==> src/rtl/bas_pkg.sv <==
// Shared widths, limits, FSM encoding and seed stepping for the bas restart controller.
package bas_pkg;

  localparam int COORD_W = 16;
  localparam int VAL_W   = 40;
  localparam int SEED_W  = 9;
  localparam int ITER_W  = 9;

  localparam logic signed [VAL_W-1:0] VALUE_MAX = 40'sh7F_FFFF_FFFF;

  typedef enum logic [2:0] {
    IDLE,
    RST,
    LOAD,
    RUN,
    CAPTURE,
    NEXT,
    DONE
  } state_t;

  // Advance a seed with modulo-512 wrap; zero would lock the bas LFSR, so it becomes 1.
  function automatic logic [SEED_W-1:0] seed_step(input logic [SEED_W-1:0] seed,
                                                  input logic [SEED_W-1:0] step);
    logic [SEED_W-1:0] sum;
    sum = seed + step;
    return (sum == '0) ? {{(SEED_W-1){1'b0}}, 1'b1} : sum;
  endfunction

endpackage

==> src/rtl/bas_restart_ctrl_if.sv <==
// Signals between the restart controller (master) and the bas optimiser core (slave).
interface bas_restart_ctrl_if;
  import bas_pkg::*;

  logic                      bas_reset;
  logic                      bas_load;
  logic [SEED_W-1:0]         bas_seed_x;
  logic [SEED_W-1:0]         bas_seed_y;
  logic [ITER_W-1:0]         bas_iterations;
  logic signed [COORD_W-1:0] bas_x;
  logic signed [COORD_W-1:0] bas_y;
  logic                      bas_done;
  logic signed [COORD_W-1:0] bas_x_extreme;
  logic signed [COORD_W-1:0] bas_y_extreme;
  logic signed [VAL_W-1:0]   bas_out_value;

  modport master (
    output bas_reset, bas_load, bas_seed_x, bas_seed_y, bas_iterations, bas_x, bas_y,
    input  bas_done, bas_x_extreme, bas_y_extreme, bas_out_value
  );

  modport slave (
    input  bas_reset, bas_load, bas_seed_x, bas_seed_y, bas_iterations, bas_x, bas_y,
    output bas_done, bas_x_extreme, bas_y_extreme, bas_out_value
  );

endinterface

==> src/rtl/bas_best_tracker.sv <==
// Holds the lowest signed value seen across runs together with its coordinates and run index.
// A strict less-than compare keeps the earliest run on ties.
module bas_best_tracker
  import bas_pkg::*;
(
  input  logic                      clock,
  input  logic                      reset,
  input  logic                      clear,
  input  logic                      update,
  input  logic signed [VAL_W-1:0]   cand_value,
  input  logic signed [COORD_W-1:0] cand_x,
  input  logic signed [COORD_W-1:0] cand_y,
  input  logic [7:0]                cand_run,
  output logic                      best_found,
  output logic signed [COORD_W-1:0] best_x,
  output logic signed [COORD_W-1:0] best_y,
  output logic signed [VAL_W-1:0]   best_value,
  output logic [7:0]                best_run
);

  logic                      best_found_q, best_found_d;
  logic signed [COORD_W-1:0] best_x_q, best_x_d;
  logic signed [COORD_W-1:0] best_y_q, best_y_d;
  logic signed [VAL_W-1:0]   best_value_q, best_value_d;
  logic [7:0]                best_run_q, best_run_d;
  logic                      better;

  assign better = (cand_value < best_value_q);

  // Next best: clear on a new sequence, otherwise take a strictly better candidate.
  always_comb begin
    best_found_d = best_found_q;
    best_x_d     = best_x_q;
    best_y_d     = best_y_q;
    best_value_d = best_value_q;
    best_run_d   = best_run_q;
    if (clear) begin
      best_found_d = 1'b0;
      best_x_d     = '0;
      best_y_d     = '0;
      best_value_d = VALUE_MAX;
      best_run_d   = '0;
    end else if (update && better) begin
      best_found_d = 1'b1;
      best_x_d     = cand_x;
      best_y_d     = cand_y;
      best_value_d = cand_value;
      best_run_d   = cand_run;
    end
  end

  // Best-so-far registers.
  always_ff @(posedge clock) begin
    if (reset) begin
      best_found_q <= 1'b0;
      best_x_q     <= '0;
      best_y_q     <= '0;
      best_value_q <= VALUE_MAX;
      best_run_q   <= '0;
    end else begin
      best_found_q <= best_found_d;
      best_x_q     <= best_x_d;
      best_y_q     <= best_y_d;
      best_value_q <= best_value_d;
      best_run_q   <= best_run_d;
    end
  end

  assign best_found = best_found_q;
  assign best_x     = best_x_q;
  assign best_y     = best_y_q;
  assign best_value = best_value_q;
  assign best_run   = best_run_q;

endmodule

==> src/rtl/bas_restart_ctrl.sv <==
// Multi-start sequencer around the bas optimiser: runs bas NUM_RUNS times with stepped
// seeds and start points, guards each run with a watchdog, and keeps the global best.
// Optional macro BAS_RUN_TRACE_EN adds a per-run trace stream (run_valid, run_idx_o,
// run_value, run_x, run_y, run_timeout).
//
// state   | meaning
// IDLE    | waiting for start; result_valid holds the last outcome
// RST     | bas held in reset, seeds and start point presented
// LOAD    | bas_load pulse, watchdog cleared
// RUN     | waiting for bas_done or watchdog expiry
// CAPTURE | offer bas result to the best tracker
// NEXT    | last run -> DONE, else step seeds/start point -> RST
// DONE    | sequence finished, result_valid raised
module bas_restart_ctrl
  import bas_pkg::*;
#(
  parameter int                        NUM_RUNS       = 8,
  parameter logic [SEED_W-1:0]         SEED_STEP      = 9'd37,
  parameter logic signed [COORD_W-1:0] X_STEP         = 16'sh0100,
  parameter logic signed [COORD_W-1:0] Y_STEP         = 16'sh0080,
  parameter int                        TIMEOUT_MARGIN = 32
) (
  input  logic                      clock,
  input  logic                      reset,
  input  logic                      start,
  input  logic [ITER_W-1:0]         iterations_in,
  input  logic [SEED_W-1:0]         seed_x_init,
  input  logic [SEED_W-1:0]         seed_y_init,
  input  logic signed [COORD_W-1:0] x_base,
  input  logic signed [COORD_W-1:0] y_base,
  bas_restart_ctrl_if.master        bas,
  output logic                      busy,
  output logic                      result_valid,
  output logic                      best_found,
  output logic signed [COORD_W-1:0] best_x,
  output logic signed [COORD_W-1:0] best_y,
  output logic signed [VAL_W-1:0]   best_value,
  output logic [7:0]                best_run,
  output logic                      timeout_err
`ifdef BAS_RUN_TRACE_EN
  ,
  output logic                      run_valid,
  output logic [7:0]                run_idx_o,
  output logic signed [VAL_W-1:0]   run_value,
  output logic signed [COORD_W-1:0] run_x,
  output logic signed [COORD_W-1:0] run_y,
  output logic                      run_timeout
`endif
);

  // Watchdog wide enough for the largest budget plus margin.
  localparam int         WD_W     = $clog2((1 << ITER_W) + TIMEOUT_MARGIN);
  localparam logic [7:0] LAST_RUN = 8'(NUM_RUNS - 1);

  state_t                    state_q, state_d;
  logic [7:0]                run_idx_q, run_idx_d;
  logic [ITER_W-1:0]         iter_q, iter_d;
  logic [SEED_W-1:0]         seed_x_q, seed_x_d;
  logic [SEED_W-1:0]         seed_y_q, seed_y_d;
  logic signed [COORD_W-1:0] x_q, x_d;
  logic signed [COORD_W-1:0] y_q, y_d;
  logic [WD_W-1:0]           wdog_q, wdog_d;
  logic                      busy_q, busy_d;
  logic                      result_valid_q, result_valid_d;
  logic                      timeout_err_q, timeout_err_d;

  logic [WD_W-1:0] wdog_inc;
  logic [WD_W-1:0] wd_limit;
  logic            wd_expired;
  logic            trk_clear;
  logic            trk_update;

  assign wdog_inc   = wdog_q + 1'b1;
  assign wd_limit   = WD_W'(iter_q) + WD_W'(TIMEOUT_MARGIN);
  assign wd_expired = (wdog_inc == wd_limit);
  assign trk_clear  = (state_q == IDLE) && start;
  assign trk_update = (state_q == CAPTURE);

  // Sequencer next-state and datapath updates.
  always_comb begin
    state_d        = state_q;
    run_idx_d      = run_idx_q;
    iter_d         = iter_q;
    seed_x_d       = seed_x_q;
    seed_y_d       = seed_y_q;
    x_d            = x_q;
    y_d            = y_q;
    wdog_d         = wdog_q;
    busy_d         = busy_q;
    result_valid_d = result_valid_q;
    timeout_err_d  = timeout_err_q;
    case (state_q)
      IDLE: begin
        if (start) begin
          iter_d         = iterations_in;
          seed_x_d       = seed_x_init;
          seed_y_d       = seed_y_init;
          x_d            = x_base;
          y_d            = y_base;
          run_idx_d      = '0;
          result_valid_d = 1'b0;
          timeout_err_d  = 1'b0;
          busy_d         = 1'b1;
          state_d        = RST;
        end
      end
      RST: state_d = LOAD;
      LOAD: begin
        wdog_d  = '0;
        state_d = RUN;
      end
      RUN: begin
        if (bas.bas_done) begin
          state_d = CAPTURE;
        end else if (wd_expired) begin
          timeout_err_d = 1'b1;
          state_d       = NEXT;
        end else begin
          wdog_d = wdog_inc;
        end
      end
      CAPTURE: state_d = NEXT;
      NEXT: begin
        if (run_idx_q == LAST_RUN) begin
          busy_d         = 1'b0;
          result_valid_d = 1'b1;
          state_d        = DONE;
        end else begin
          run_idx_d = run_idx_q + 8'd1;
          seed_x_d  = seed_step(seed_x_q, SEED_STEP);
          seed_y_d  = seed_step(seed_y_q, SEED_STEP);
          x_d       = x_q + X_STEP;
          y_d       = y_q + Y_STEP;
          state_d   = RST;
        end
      end
      DONE:    state_d = IDLE;
      default: state_d = IDLE;
    endcase
  end

  // Sequencer registers.
  always_ff @(posedge clock) begin
    if (reset) begin
      state_q        <= IDLE;
      run_idx_q      <= '0;
      iter_q         <= '0;
      seed_x_q       <= '0;
      seed_y_q       <= '0;
      x_q            <= '0;
      y_q            <= '0;
      wdog_q         <= '0;
      busy_q         <= 1'b0;
      result_valid_q <= 1'b0;
      timeout_err_q  <= 1'b0;
    end else begin
      state_q        <= state_d;
      run_idx_q      <= run_idx_d;
      iter_q         <= iter_d;
      seed_x_q       <= seed_x_d;
      seed_y_q       <= seed_y_d;
      x_q            <= x_d;
      y_q            <= y_d;
      wdog_q         <= wdog_d;
      busy_q         <= busy_d;
      result_valid_q <= result_valid_d;
      timeout_err_q  <= timeout_err_d;
    end
  end

  // bas reset follows the controller reset in the same cycle.
  assign bas.bas_reset      = reset | (state_q == RST);
  assign bas.bas_load       = (state_q == LOAD);
  assign bas.bas_seed_x     = seed_x_q;
  assign bas.bas_seed_y     = seed_y_q;
  assign bas.bas_iterations = iter_q;
  assign bas.bas_x          = x_q;
  assign bas.bas_y          = y_q;

  assign busy         = busy_q;
  assign result_valid = result_valid_q;
  assign timeout_err  = timeout_err_q;

  bas_best_tracker u_best (
    .clock      (clock),
    .reset      (reset),
    .clear      (trk_clear),
    .update     (trk_update),
    .cand_value (bas.bas_out_value),
    .cand_x     (bas.bas_x_extreme),
    .cand_y     (bas.bas_y_extreme),
    .cand_run   (run_idx_q),
    .best_found (best_found),
    .best_x     (best_x),
    .best_y     (best_y),
    .best_value (best_value),
    .best_run   (best_run)
  );

`ifdef BAS_RUN_TRACE_EN
  logic run_to_q, run_to_d;

  // Remember whether the current run ended by watchdog so NEXT can report it.
  always_comb begin
    run_to_d = run_to_q;
    if (state_q == LOAD) begin
      run_to_d = 1'b0;
    end else if ((state_q == RUN) && !bas.bas_done && wd_expired) begin
      run_to_d = 1'b1;
    end
  end

  // Timeout flag register.
  always_ff @(posedge clock) begin
    if (reset) begin
      run_to_q <= 1'b0;
    end else begin
      run_to_q <= run_to_d;
    end
  end

  assign run_valid   = (state_q == CAPTURE) | ((state_q == NEXT) & run_to_q);
  assign run_timeout = (state_q == NEXT) & run_to_q;
  assign run_idx_o   = run_idx_q;
  assign run_value   = bas.bas_out_value;
  assign run_x       = bas.bas_x_extreme;
  assign run_y       = bas.bas_y_extreme;
`endif

endmodule

==> src/flat_wrapper.sv <==
// flat-port wrapper written by rule: the top's interface ports become plain ports
module bas_restart_ctrl_flat import bas_pkg::*;
#(
  parameter int                        NUM_RUNS       = 8,
  parameter logic [SEED_W-1:0]         SEED_STEP      = 9'd37,
  parameter logic signed [COORD_W-1:0] X_STEP         = 16'sh0100,
  parameter logic signed [COORD_W-1:0] Y_STEP         = 16'sh0080,
  parameter int                        TIMEOUT_MARGIN = 32
)
  (clock, reset, start, iterations_in, seed_x_init, seed_y_init, x_base, y_base, busy, result_valid, best_found, best_x, best_y, best_value, best_run, timeout_err, bas_bas_reset, bas_bas_load, bas_bas_seed_x, bas_bas_seed_y, bas_bas_iterations, bas_bas_x, bas_bas_y, bas_bas_done, bas_bas_x_extreme, bas_bas_y_extreme, bas_bas_out_value);
  bas_restart_ctrl_if bas_i ();
  input  logic clock;
  input  logic reset;
  input  logic start;
  input  logic [ITER_W-1:0] iterations_in;
  input  logic [SEED_W-1:0] seed_x_init;
  input  logic [SEED_W-1:0] seed_y_init;
  input  logic signed [COORD_W-1:0] x_base;
  input  logic signed [COORD_W-1:0] y_base;
  output logic busy;
  output logic result_valid;
  output logic best_found;
  output logic signed [COORD_W-1:0] best_x;
  output logic signed [COORD_W-1:0] best_y;
  output logic signed [VAL_W-1:0] best_value;
  output logic [7:0] best_run;
  output logic timeout_err;
  output wire logic [$bits(bas_i.bas_reset)-1:0] bas_bas_reset;
  output wire logic [$bits(bas_i.bas_load)-1:0] bas_bas_load;
  output wire logic [$bits(bas_i.bas_seed_x)-1:0] bas_bas_seed_x;
  output wire logic [$bits(bas_i.bas_seed_y)-1:0] bas_bas_seed_y;
  output wire logic [$bits(bas_i.bas_iterations)-1:0] bas_bas_iterations;
  output wire logic [$bits(bas_i.bas_x)-1:0] bas_bas_x;
  output wire logic [$bits(bas_i.bas_y)-1:0] bas_bas_y;
  input wire logic [$bits(bas_i.bas_done)-1:0] bas_bas_done;
  input wire logic [$bits(bas_i.bas_x_extreme)-1:0] bas_bas_x_extreme;
  input wire logic [$bits(bas_i.bas_y_extreme)-1:0] bas_bas_y_extreme;
  input wire logic [$bits(bas_i.bas_out_value)-1:0] bas_bas_out_value;
  assign bas_bas_reset = bas_i.bas_reset;
  assign bas_bas_load = bas_i.bas_load;
  assign bas_bas_seed_x = bas_i.bas_seed_x;
  assign bas_bas_seed_y = bas_i.bas_seed_y;
  assign bas_bas_iterations = bas_i.bas_iterations;
  assign bas_bas_x = bas_i.bas_x;
  assign bas_bas_y = bas_i.bas_y;
  assign bas_i.bas_done = bas_bas_done;
  assign bas_i.bas_x_extreme = bas_bas_x_extreme;
  assign bas_i.bas_y_extreme = bas_bas_y_extreme;
  assign bas_i.bas_out_value = bas_bas_out_value;
  bas_restart_ctrl #(.NUM_RUNS(NUM_RUNS), .SEED_STEP(SEED_STEP), .X_STEP(X_STEP), .Y_STEP(Y_STEP), .TIMEOUT_MARGIN(TIMEOUT_MARGIN)) u_core (.clock(clock), .reset(reset), .start(start), .iterations_in(iterations_in), .seed_x_init(seed_x_init), .seed_y_init(seed_y_init), .x_base(x_base), .y_base(y_base), .bas(bas_i), .busy(busy), .result_valid(result_valid), .best_found(best_found), .best_x(best_x), .best_y(best_y), .best_value(best_value), .best_run(best_run), .timeout_err(timeout_err));
endmodule
==> config.mk <==
export PLATFORM = sky130hd
export DESIGN_NAME = bas_restart_ctrl_flat
export DESIGN_NICKNAME = d
export VERILOG_FILES = /design/src/rtl/bas_pkg.sv /design/src/rtl/bas_restart_ctrl_if.sv /design/src/rtl/bas_best_tracker.sv /design/src/rtl/bas_restart_ctrl.sv /design/src/flat_wrapper.sv
export SDC_FILE = /design/constraint.sdc
export NUM_CORES = 1
export LEC_CHECK = 0
export ABC_CLOCK_PERIOD_IN_PS = 3000
export BUFFER_PORTS_ARGS = -buffer_cell sky130_fd_sc_hd__buf_2
export CAP_MARGIN = 40
export CORE_MARGIN = 1
export CORE_UTILIZATION = 51
export DETAILED_ROUTE_END_ITERATION = 8
export PLACE_DENSITY = 0.81
export SYNTH_ARGS = -nofsm -noshare
export SYNTH_HDL_FRONTEND = slang
export SYNTH_SLANG_ARGS = --single-unit
==> constraint.sdc <==
create_clock -name clock -period 3 [get_ports clock]
set_input_delay 0.3 -clock clock [delete_from_list [all_inputs] [get_ports clock]]
set_output_delay 0.3 -clock clock [all_outputs]
set_load 0.005 [all_outputs]
==> metrics.txt, run 1 <==
run status finished, final reports clean; arrival time of the worst setup path 3.19 ns; vias per cell 5.51; Skew-Pair Late Insertion Delay 0.43 ns; final instance area 10200 sq um; Final Skew 0.00984 ns; adder-cell area share of the yosys netlist 0.0719; GRT Residual Overflow 0; global-route wire length before repair 33.4 mm; Crit. path cell count 11; Core Area 15300 sq um; Largest stage delay, worst path 0.43 ns; Initial DRC Count 483; Setup violations, final 0; leakage 5.11 nW; n_diodes 0; Routed WL 21.6 mm; final non-filler cell total 1393; Sw Share 0.295; Root Driver clkbuf_16; vias 7677; Die Span Y 127 microns; reg2reg end u_core.u_best.best_y[14]; sw power 1.62 mW; Final Hold Fails 0; drc violations 0; layout cells sized above 1 0.309; FF-to-FF path depth 11; Clk pwr share 0.396; Wirelength per Cell 15.5 microns; layout net count 1350; Max IR drop VDD 0.000400 V; post-synthesis mux area share 0.00125; Final Wtd Congestion 0.853; simple-gate share of the synthesized area 0.165; CP endpoint kind register; main combinational cell family by area after synthesis compound AO/OA/AOI/OAI gates; Syn Area/Cell 8.80 sq um; Cells after Synth 910; dpl cells 1357; pin count of the biggest net entering global routing 81; Mapped Area 8010 sq um; buffers plus inverters on the worst setup path 2; Rows 45; FMAX 349 MHz; complex-gate fraction of the synthesized area 0.260; TritonCTS clock tree built; R2R Setup Slk 0.13 ns; Post-synth ARST share 0; max-cap check violation count 0; P&R area growth vs syn 27.3%; WP data required 3.32 ns; Comb power frac 0.164; placed cell areas 9510 sq um; die width 127 microns; CP endpoint u_core.u_best.best_y[14]; vias in the first global route 6851; Setup crit start kind register; largest fanout on the critical path 20; CP Class register to register; Worst slew margin 0.463; # IOs 280; hold buffers post-CTS 0; r2r startpoint u_core.u_best.best_value[35]; post-route antenna net violation count 0; Synthesized Nets 1091; CP top delay family simple AND/OR/NAND/NOR gates; fin crit share 0.955; number of synthesized flops with an enable pin 0; fin crit period 2.87 ns; leading area contributor after synthesis dfxtp_1; Seq pwr share 0.440; total negative slack 0 ns; Synth Warn # 0; dpl ws 0.142 ns; synthesis-stage register bit count 164; top cell type's share of synthesized area 0.410; CP Launch Point u_core.u_best.best_value[35]; measured slew at the worst slew-check pin 0.806 ns; XOR/XNOR share of the synthesized area 0.0306; Num CTS Buffers 17; PD cells 538 nW/um^2; CP cell instances inv_1 > ha_1 > nand4_1 > nor4_4 > and4_1 > o311ai_1 > o2111ai_1 > nor3_1 > o31a_2 > clkbuf_16 > a22o_1; Hold Path Class primary input to register; internal power 3.87 mW; drt pass-1 iters 5; H-Tree Depth 4; die area 16200 sq um; clk slew on worst S/H paths 0.07 ns; max-slew violation count 0; post-route setup slack 0.134 ns; I/O Buffers 279; Yosys cell types 52; top cells by area, synth dfxtp_1 (41%), ha_1 (7.2%), a2bb2oi_2 (5.6%); initial antenna violation count 0; hpwl dp 14.6 mm; commonest non-fill, non-tap cell in the layout buf_2; leading cell types in the layout, fill and taps excluded buf_2 (279), dfxtp_1 (164), nand2_1 (116); Seq/Total Area, Yosys 0.410; initial core utilization 0.525; CTS sink cnt 164; Tot GR Track Use 0.255; clock tree buffer depth 2; Max stage delay cell, worst path o31a_2; Top FF cell, synth dfxtp_1; final core occ 0.668
-- power groups by stage --
| stage | sequential (mW) | combinational [mW] | clock [mW] |
|---|---|---|---|
| final | 2.41 | 0.899 | 2.17 |
| after CTS | 2.41 | 0.875 | 2.20 |
| after global placement | 2.46 | 0.853 | 0 |
| after floorplan | 2.44 | 0.555 | 0 |
| after detailed placement | 2.46 | 0.869 | 0 |
| after global routing | 2.43 | 1.00 | 2.30 |
-- cell type report --
type | instances | area, sq um
multi-input combinational | 645 | 4270
clock buffer | 18 | 439
fill | 1256 | 5070
timing repair buffer | 296 | 1620
sequential | 164 | 3280
inverter | 45 | 169
clock inverter | 14 | 145
tap | 211 | 264
-- Yosys cell counts (7+ instances only) --
library cell / number
dfxtp_1: 164
a22oi_1: 11
buf_2: 11
nor2_1: 79
xnor2_1: 13
a21o_1: 18
o31ai_1: 7
buf_6: 12
a311oi_1: 7
nand4_1: 11
xor2_1: 15
and3_1: 14
a2bb2oi_1: 10
a22o_1: 41
nand3_1: 27
nor3_1: 15
a2bb2oi_2: 30
inv_1: 45
ha_1: 46
nand2_1: 116
o21ai_0: 36
clkbuf_1: 29
a21oi_1: 87
a211oi_1: 7
-- sequential cells by signal, summed over array words and instances, names as in the netlist, 3 cells and up --
signal and count:
u_core.run_idx_q 8, u_core.bas.bas_iterations 9, u_core.u_best.best_value 40, u_core.state_q 3, u_core.bas.bas_x 16, u_core.bas.bas_seed_x 9, u_core.u_best.best_run 8, u_core.bas.bas_y 16
u_core.u_best.best_y 16, u_core.bas.bas_seed_y 9, u_core.wdog_q 10, u_core.u_best.best_x 16
-- per-layer routing --
metal | track usage | up-vias | part of all wire
met5 | 0 | - | 0
met4 | 0.0742 | 0 | 0.013
met3 | 0.0779 | 27 | 0.075
met2 | 0.432 | 302 | 0.49
met1 | 0.311 | 3576 | 0.42
li1 | - | 3772 | -
-- cell families (layout without fill, tap and decap cells) --
family	Yosys count	count (layout)
flip-flops	164	164
XOR/XNOR	28	28
AND/OR/NAND/NOR	292	292
AO/OA/AOI/OAI	278	278
multiplexers	1	1
adder cells (fa/ha/maj)	46	46
buffers and inverters	101	373
-- per-stage QoR --
| step | hold slack (ns) | power, mW |
|---|---|---|
| 2_1_floorplan | 0.433 | 2.99 |
| 3_3_place_gp | 0.428 | 3.31 |
| 3_5_place_dp | 0.441 | 3.33 |
| 4_1_cts | 0.0734 | 5.49 |
| 5_1_grt | 0.0720 | 5.74 |
| 6_report | 0.0873 | 5.48 |
-- worst min path at each step --
| stage | to | cells past startpoint | slack, ns | startpoint |
|---|---|---|---|---|
| floorplan | u_core.u_best.best_value[39] | 1 | 0.43 | bas_bas_out_value[39] |
| global placement | u_core.u_best.best_found | 2 | 0.43 | u_core.u_best.best_found |
| detailed placement | u_core.u_best.best_found | 2 | 0.44 | u_core.u_best.best_found |
| CTS | u_core.u_best.best_y[3] | 2 | 0.07 | bas_bas_y_extreme[3] |
| global route | u_core.u_best.best_y[3] | 2 | 0.07 | bas_bas_y_extreme[3] |
| finish | u_core.u_best.best_y[3] | 2 | 0.09 | bas_bas_y_extreme[3] |
-- repair_timing --
action / 4_1_cts / 5_1_grt
gates resized for setup: 0 / 4
setup buffers: 0 / 1
setup endpoints to repair: 0 / 85
Note: power is estimated with default switching activity, not from simulation.
==> run 2: changes to the inputs <==
Settings changed: ABC_AREA set to 1, ABC_CLOCK_PERIOD_IN_PS 3000 to 3100, CORE_UTILIZATION 51 to 52.
Clock period 3 ns to 3.1 ns, I/O delays scaled along.
==> run 2 against run 1 <==
Net effect:
- non-clock buffer count is 2 higher
- register-to-register slack better by 0.28 ns
- area after synthesis is 15% higher
- final cell count is 33% higher
- synthesized cell count is 51% higher
- critical path type unchanged
- critical endpoint unchanged
- largest cell class unchanged
==> metrics.txt, run 2 <==
pin count of the biggest net entering global routing 73; Skew-Pair Late Insertion Delay 0.42 ns; Root Driver clkbuf_16; measured slew at the worst slew-check pin 0.646 ns; die width 135 microns; Post-synth top cells nand2_1 (312), inv_1 (252), dfxtp_1 (164); P&R area growth vs syn 23.3%; top cells by area, synth dfxtp_1 (36%), nand2_1 (13%), inv_1 (10%); vias 9729; initial antenna violation count 0; Seq/Total Area, Yosys 0.357; CP Class register to register; final non-filler cell total 1853; Tot GR Track Use 0.271; Num CTS Buffers 17; total power draw 7.12 mW; adder-cell area share of the yosys netlist 0.0626; R2R Setup Slk 0.41 ns; XOR/XNOR share of the synthesized area 0.0124; r2r startpoint u_core.u_best.best_value[15]; leakage 6.00 nW; most numerous cell in the Yosys netlist nand2_1; dpl cells 1823; TritonCTS clock tree built; Seq pwr share 0.381; layout net count 1798; post-route setup slack 0.415 ns; Initial DRC Count 651; largest fanout on the critical path 45; reg2reg end u_core.u_best.best_y[14]; post_cts resized 0; drt pass-1 iters 5; area taken by multi-input logic gates 4660 sq um; unrepaired setup endpoints after global routing false; Wirelength per Cell 13.5 microns; Yosys cell types 38; post-synthesis mux area share 0; post-CTS setup buffer count 0; final instance area 11300 sq um; CP Launch Point u_core.u_best.best_value[15]; run status finished, final reports clean; Hold Path Class primary input to register; total negative slack 0 ns; internal power 4.58 mW; Routed WL 25.0 mm; FF-to-FF path depth 16; global-route wire length before repair 40.2 mm; dpl ws 0.435 ns; min-delay src y_base[7]; Final Hold Fails 0; Mapped Area 9190 sq um; Worst slew margin 0.568; Synthesized Nets 1556; Top FF cell, synth dfxtp_1; layout cells sized above 1 0.225; placed cell areas 10800 sq um; n_diodes 0; PD cells 628 nW/um^2; Rows 48; leading area contributor after synthesis dfxtp_1; # IOs 280; Cells after Synth 1375; Setup crit start kind register; Post-synth ARST share 0; max reg flops 40; CTS sink cnt 164; simple-gate share of the synthesized area 0.315; fin crit period 2.69 ns; FILL cells 1528; vias per cell 5.25; Setup violations, final 0; CP endpoint kind register; main combinational cell family by area after synthesis simple AND/OR/NAND/NOR gates; Hold Path End u_core.bas.bas_y[7]; initial core utilization 0.532; hpwl dp 17.7 mm; leading cell types in the layout, fill and taps excluded nand2_1 (311), buf_2 (279), inv_1 (251); post-route antenna net violation count 0; Final Skew 0.0115 ns; hold buffers post-CTS 0; Core Area 17300 sq um; fin crit share 0.866; sw power 2.54 mW; FMAX 372 MHz; vias in the first global route 8483; Comb power frac 0.321; max-slew violation count 0; H-Tree Depth 4; Syn Area/Cell 6.69 sq um; arrival time of the worst setup path 3.00 ns; Clk pwr share 0.298; number of synthesized flops with an enable pin 0; complex-gate fraction of the synthesized area 0.115; Synth Warn # 0; top cell type's share of synthesized area 0.357; WP data required 3.41 ns; clock tree buffer depth 2; clk slew on worst S/H paths 0.06 ns; max-cap check violation count 0; I/O Buffers 279; final hold slack 0.130 ns; hold path cells 3; Sw Share 0.357; commonest non-fill, non-tap cell in the layout nand2_1; Max IR drop VDD 0.000409 V; Final Wtd Congestion 0.882; die area 18200 sq um; final core occ 0.655; drc violations 0; GRT Residual Overflow 0; register area 3280 sq um; Die Span Y 135 microns; synthesis-stage register bit count 164
-- run 2: changes by cell type after synthesis, sizes merged, moves of 14 or more --
cell,delta
a22o,-41
inv,+210
o21ai,+29
a21o,-17
nand2,+204
nand4,+79
and3,-14
clkbuf,+26
a2bb2oi,-40
nand3,+68
nor2,+32
-- run 2: critical path, cell delays in order, from the launching register on --
cell	delay, ns
dfxtp_1	0.34
inv_1	0.05
ha_1	0.29
nand2_1	0.08
nor2_1	0.15
nand2_1	0.07
nor2_1	0.14
nand2_1	0.07
nor2_1	0.09
nand2_1	0.11
nand3_1	0.12
nand2_2	0.23
nand3_2	0.14
buf_4	0.41
nand2_1	0.14
inv_1	0.09
nor2_1	0.04
-- run 2: how the worst max path moves through the flow --
stage,to,slack [ns],depth (start not counted)
4_1_cts,u_core.u_best.best_y[14],0.42,14
5_1_grt,u_core.u_best.best_y[14],0.14,14
6_report,u_core.u_best.best_y[14],0.41,16
3_5_place_dp,u_core.u_best.best_y[15],0.43,14
3_3_place_gp,u_core.u_best.best_x[14],0.51,14
2_1_floorplan,u_core.u_best.best_y[12],1.07,12
-- run 2: cell families (layout without fill, tap and decap cells) --
logic type / Yosys count / count (layout)
flip-flops: 164 / 164
XOR/XNOR: 13 / 13
adder cells (fa/ha/maj): 46 / 46
buffers and inverters: 331 / 584
AO/OA/AOI/OAI: 185 / 185
AND/OR/NAND/NOR: 636 / 636
-- run 2: per-layer routing --
metal	up-vias	wire (microns)	track usage
met3	43	2200	0.0687
met2	390	11700	0.448
li1	4901	-	-
met5	-	0	0
met1	4395	10600	0.343
met4	0	540	0.0936
-- run 2: final cells by class --
type                       count  share of cell area
sequential                   164               0.290
clock inverter                 9              0.0116
clock buffer                  21              0.0388
tap                          225              0.0248
timing repair buffer         298               0.139
inverter                     256              0.0848
multi-input combinational    880               0.411
-- run 2: power groups by stage --
stage | registers (mW) | clock network [mW] | logic [mW]
after global placement | 2.75 | 0 | 2.23
after floorplan | 2.75 | 0 | 1.44
after global routing | 2.76 | 2.24 | 2.58
after detailed placement | 2.75 | 0 | 2.28
after CTS | 2.71 | 2.15 | 2.29
final | 2.72 | 2.12 | 2.29
